[src/rtl/nibble_serial_adder16.sv]
// nibble_serial_adder16 -- 16-bit add done as four 4-bit ripple steps through
// a single fulladder4bit stage, LSB nibble first, carry registered between steps.
//
// Ports:
//   clk    in   clock, all state changes on the rising edge
//   rst    in   synchronous active-high reset, overrides everything
//   start  in   operation request, honoured only in IDLE or DONE
//   a, b   in   16-bit operands, captured on the accepting edge
//   cin    in   carry-in, captured on the accepting edge
//   sum    out  last completed 16-bit sum
//   cout   out  carry out of bit 15 of the last completed result
//   ovf    out  signed overflow of the last completed result
//   busy   out  high while nibbles are being stepped (RUN)
//   done   out  one-cycle pulse once the result is presented (DONE)

// fulladder4bit -- plain 4-bit ripple-carry adder.
//   a_i, b_i  in   4-bit addends
//   cin_i     in   carry-in
//   sum_o     out  4-bit sum
//   cout_o    out  carry out of bit 3
module fulladder4bit (
   input  logic [3:0] a_i,
   input  logic [3:0] b_i,
   input  logic       cin_i,
   output logic [3:0] sum_o,
   output logic       cout_o
);
   logic [4:0] c;

   always_comb begin
      c     = '0;
      sum_o = '0;
      c[0]  = cin_i;
      for (int i = 0; i < 4; i++) begin
         sum_o[i] = a_i[i] ^ b_i[i] ^ c[i];
         c[i+1]   = (a_i[i] & b_i[i]) | (c[i] & (a_i[i] ^ b_i[i]));
      end
   end

   assign cout_o = c[4];
endmodule

module nibble_serial_adder16 (
   input  logic        clk,
   input  logic        rst,
   input  logic        start,
   input  logic [15:0] a,
   input  logic [15:0] b,
   input  logic        cin,
   output logic [15:0] sum,
   output logic        cout,
   output logic        ovf,
   output logic        busy,
   output logic        done
);
   localparam logic [1:0] S_IDLE = 2'd0;
   localparam logic [1:0] S_RUN  = 2'd1;
   localparam logic [1:0] S_DONE = 2'd2;

   logic [1:0]  state_q, state_d;
   logic [15:0] a_q, a_d, b_q, b_d;
   logic        c_q, c_d;
   logic [1:0]  idx_q, idx_d;
   logic [15:0] p_q, p_d;
   logic [15:0] sum_q, sum_d;
   logic        cout_q, cout_d;
   logic        ovf_q, ovf_d;

   logic [3:0]  nib_a, nib_b, nib_s;
   logic        nib_c;

   // Current nibble selected by idx; {idx,2'b00} is the nibble's LSB position.
   assign nib_a = a_q[{idx_q, 2'b00} +: 4];
   assign nib_b = b_q[{idx_q, 2'b00} +: 4];

   fulladder4bit u_fa4 (
      .a_i    (nib_a),
      .b_i    (nib_b),
      .cin_i  (c_q),
      .sum_o  (nib_s),
      .cout_o (nib_c)
   );

   always_comb begin
      state_d = state_q;
      a_d     = a_q;
      b_d     = b_q;
      c_d     = c_q;
      idx_d   = idx_q;
      p_d     = p_q;
      sum_d   = sum_q;
      cout_d  = cout_q;
      ovf_d   = ovf_q;
      case (state_q)
         S_IDLE, S_DONE: begin
            // DONE accepts a new start exactly like IDLE (back-to-back ops).
            if (start) begin
               state_d = S_RUN;
               a_d     = a;
               b_d     = b;
               c_d     = cin;
               idx_d   = 2'd0;
               p_d     = '0;
            end else begin
               state_d = S_IDLE;
            end
         end
         S_RUN: begin
            p_d[{idx_q, 2'b00} +: 4] = nib_s;
            c_d   = nib_c;
            idx_d = idx_q + 2'd1;
            if (idx_q == 2'd3) begin
               state_d = S_DONE;
               sum_d   = {nib_s, p_q[11:0]};
               cout_d  = nib_c;
               // Signed overflow: like-signed operands giving an unlike-signed sum.
               ovf_d   = (a_q[15] == b_q[15]) && (nib_s[3] != a_q[15]);
            end
         end
         default: state_d = S_IDLE;
      endcase
   end

   always_ff @(posedge clk) begin
      if (rst) begin
         state_q <= S_IDLE;
         a_q     <= '0;
         b_q     <= '0;
         c_q     <= 1'b0;
         idx_q   <= '0;
         p_q     <= '0;
         sum_q   <= '0;
         cout_q  <= 1'b0;
         ovf_q   <= 1'b0;
      end else begin
         state_q <= state_d;
         a_q     <= a_d;
         b_q     <= b_d;
         c_q     <= c_d;
         idx_q   <= idx_d;
         p_q     <= p_d;
         sum_q   <= sum_d;
         cout_q  <= cout_d;
         ovf_q   <= ovf_d;
      end
   end

   assign sum  = sum_q;
   assign cout = cout_q;
   assign ovf  = ovf_q;
   assign busy = (state_q == S_RUN);
   assign done = (state_q == S_DONE);
endmodule

[config.mk]
export PLATFORM = sky130hd
export DESIGN_NAME = nibble_serial_adder16
export DESIGN_NICKNAME = d
export VERILOG_FILES = /design/src/rtl/nibble_serial_adder16.sv
export SDC_FILE = /design/constraint.sdc
export NUM_CORES = 1
export LEC_CHECK = 0
export CELL_PAD_IN_SITES_DETAIL_PLACEMENT = 1
export CELL_PAD_IN_SITES_GLOBAL_PLACEMENT = 1
export CORE_MARGIN = 2
export CORE_UTILIZATION = 35
export CTS_BUF_LIST = sky130_fd_sc_hd__clkbuf_8
export DETAILED_ROUTE_END_ITERATION = 8
export PLACE_DENSITY = 0.69
export SLEW_MARGIN = 20
export SYNTH_ARGS = -nofsm -noshare
export SYNTH_HDL_FRONTEND = slang
export SYNTH_HIERARCHICAL = 1
export SYNTH_SLANG_ARGS = --single-unit
[constraint.sdc]
create_clock -name clk -period 6.8 [get_ports clk]
set_input_delay 2.04 -clock clk [delete_from_list [all_inputs] [get_ports clk]]
set_output_delay 2.04 -clock clk [all_outputs]
set_load 0.1 [all_outputs]
==> results_dict.tcl <==
set metrics [dict create \
    status "complete, no violations" \
    netlist_instances 332 \
    dp_hpwl_mm 4.55 \
    grtUsageTotal 0.155 \
    drv_slew 0 \
    cp_max_fo 15 \
    timing.fmax_mhz 226 \
    place_inst 471 \
    rr_startpoint "idx_q[0]" \
    vdd_drop_max_uv 94.9 \
    yosysWarnings 6 \
    via_per_inst 4.90 \
    dieArea_um2 9170 \
    power_frac_clock 0.384 \
    ys_ff_latch 67 \
    finClkSkew_ns 0.00820 \
    core_um2 8180 \
    grt_pass1_vias 2292 \
    wire_per_inst_um 13.4 \
    tightest_slew_ns 0.979 \
    final_common_cell "nand2_1" \
    nets 422 \
    synth_nets 377 \
    ys_types 29 \
    synth.avg_cell_area_um2 8.88 \
    seqPwrFrac 0.496 \
    via_count 2381 \
    die_x_um 95.8 \
    fp-row-count 33 \
    r2r_slack_ns 2.89 \
    ctsResizeCount 0 \
    cp.required_ns 4.76 \
    syn_area_um2 2950 \
    layout_min_cycle_time_ns 4.43 \
    cts_setup_buffers 0 \
    fin_setup_tns_ns 0 \
    io_buffers 55 \
    mostFrequentLayoutCells "nand2_1 (102), dfxtp_1 (67), clkdlybuf4s50_1 (54)" \
    clkSlewWorstSetupHoldPaths_ns 0.07 \
    swShare 0.247 \
    numCtsBuffers 9 \
    clk_latency_ns 0.33 \
    ctsLongestPathBuffers 2 \
    drive_above_1_share 0.102 \
    gp_congestion 0.823 \
    firstDrtPassIters 4 \
    worst-r2r-cell-count 11 \
    die_y_um 95.8 \
    yosysSeqAreaShare 0.455 \
    finalHoldViolations 0 \
    slew_headroom 0.345 \
    place_ws_ns 2.73 \
    initial_core_util 0.360 \
    tritoncts "built" \
    grt_max_degree 68 \
    antenna_found_initial 0 \
    p_per_area_nw_per_um2 230 \
    internal_power_uw 637 \
    cts_num_sinks 67 \
    drc 0 \
    grt_pass1_wl_mm 10.9 \
    routed_wl_mm 6.53 \
    yosys.area.top_type "dfxtp_1" \
    drt_iter0_drc 69 \
    cellLeakagePower_nw 1.29 \
    p_sw_uw 208 \
    combPwrFrac 0.120 \
    fin_cells 486 \
    drv_cap 0 \
    setup_viol_count_final 0 \
    netlist_top_cells_area "dfxtp_1 (46%), nand2_1 (13%), a21oi_1 (9.0%), mux4_1 (3.6%), mux4_2 (3.1%)" \
    r2r-end "ovf" \
    antennaDiodeCount 0 \
    endpoint "busy" \
    hold_buffers 0 \
    crit_type "reg2out" \
    fill_cells 979 \
    finalWorstSetupSlack_ns 2.37 \
    rsz0062_at_grt "false" \
    cp-start-kind "flip-flop" \
    fin_crit_sh 0.652 \
    overflow 0 \
    cts_root_buf "clkbuf_8" \
    end_kind "output port" \
    detail-route-antenna-nets 0 \
    areaGrowthSynthToFinish_pct 24.8 \
    synth_top_cell_area_share 0.455 \
    hp-class "reg2reg" \
    worstPathArrival_ns 2.39 \
    cts_htree_levels 3 \
    setup.worst_path.start "state_q[0]" \
    pin_count 56 \
]
[power groups by stage]
| stage | clock network (mW) | registers (mW) | logic (mW) |
|---|---|---|---|
| 2_1_floorplan | 0 | 0.421 | 0.0751 |
| 3_3_place_gp | 0 | 0.428 | 0.101 |
| 3_5_place_dp | 0 | 0.429 | 0.103 |
| 4_1_cts | 0.336 | 0.420 | 0.103 |
| 5_1_grt | 0.352 | 0.422 | 0.114 |
| 6_report | 0.324 | 0.419 | 0.102 |
[cells in the mapped netlist, drive strengths merged]
master	n
o21a	1
nand4	12
nor2b	2
nand2	102
nand3b	5
nor2	5
inv	13
fa	4
a21oi	63
clkbuf	5
and3b	2
nor3b	1
mux4	8
nand3	14
ha	5
dfxtp	67
nand2b	2
a311oi	2
or3b	1
buf	18
[through the flow]
step,power (mW),util,cell area [um2],hold slack (ns)
global route,0.887,0.450,3680,0.475
finish,0.845,0.450,3680,0.451
floorplan,0.497,-,2950,0.432
CTS,0.859,0.450,3680,0.458
global placement,0.529,0.426,3480,0.442
detailed placement,0.531,0.426,3480,0.447
[cell families after synthesis]
logic type	Yosys count	share of synthesized area
AND/OR/NAND/NOR	146	0.228
flip-flops	67	0.455
AO/OA/AOI/OAI	66	0.132
buffers and inverters	36	0.0696
adder cells (fa/ha/maj)	9	0.0484
multiplexers	8	0.0662
[worst min-delay path by stage]
stage / slack [ns] / cells past startpoint / startpoint / end
finish: 0.45 / 2 / p_q[1] / sum[1]
global route: 0.47 / 2 / p_q[0] / sum[0]
CTS: 0.46 / 2 / p_q[1] / sum[1]
detailed placement: 0.45 / 2 / b_q[11] / b_q[11]
global placement: 0.44 / 2 / b_q[7] / b_q[7]
floorplan: 0.43 / 2 / a_q[4] / a_q[4]
[flip-flops by register name, indices dropped and copies added (netlist names)]
register and count:
ovf 1, b_q 16, cout 1, c_q 1, state_q 2, p_q 12
a_q 16, sum 16, idx_q 2
[layout make-up]
type | count | area [um2] | share of cell area
inverter | 13 | 48.8 | 0.0133
multi-input combinational | 229 | 1400 | 0.381
sequential | 67 | 1340 | 0.365
clock inverter | 4 | 42.5 | 0.0116
clock buffer | 11 | 151 | 0.0412
timing repair buffer | 57 | 561 | 0.152
tap | 105 | 131 | 0.0357
[per-layer routing]
metal,vias up,GRT usage,part of all wire
li1,1207,-,-
met1,1115,0.194,0.45
met2,53,0.256,0.50
met3,6,0.0478,0.046
met4,0,0.0476,0.012
met5,-,0,0
[worst max-delay path, cell delays in order, from the launching register on]
cell,delay [ns]
dfxtp_1,0.53
nand2b_4,0.13
inv_2,0.21
clkdlybuf4s50_1,1.19
(Power assumes the default switching activity.)
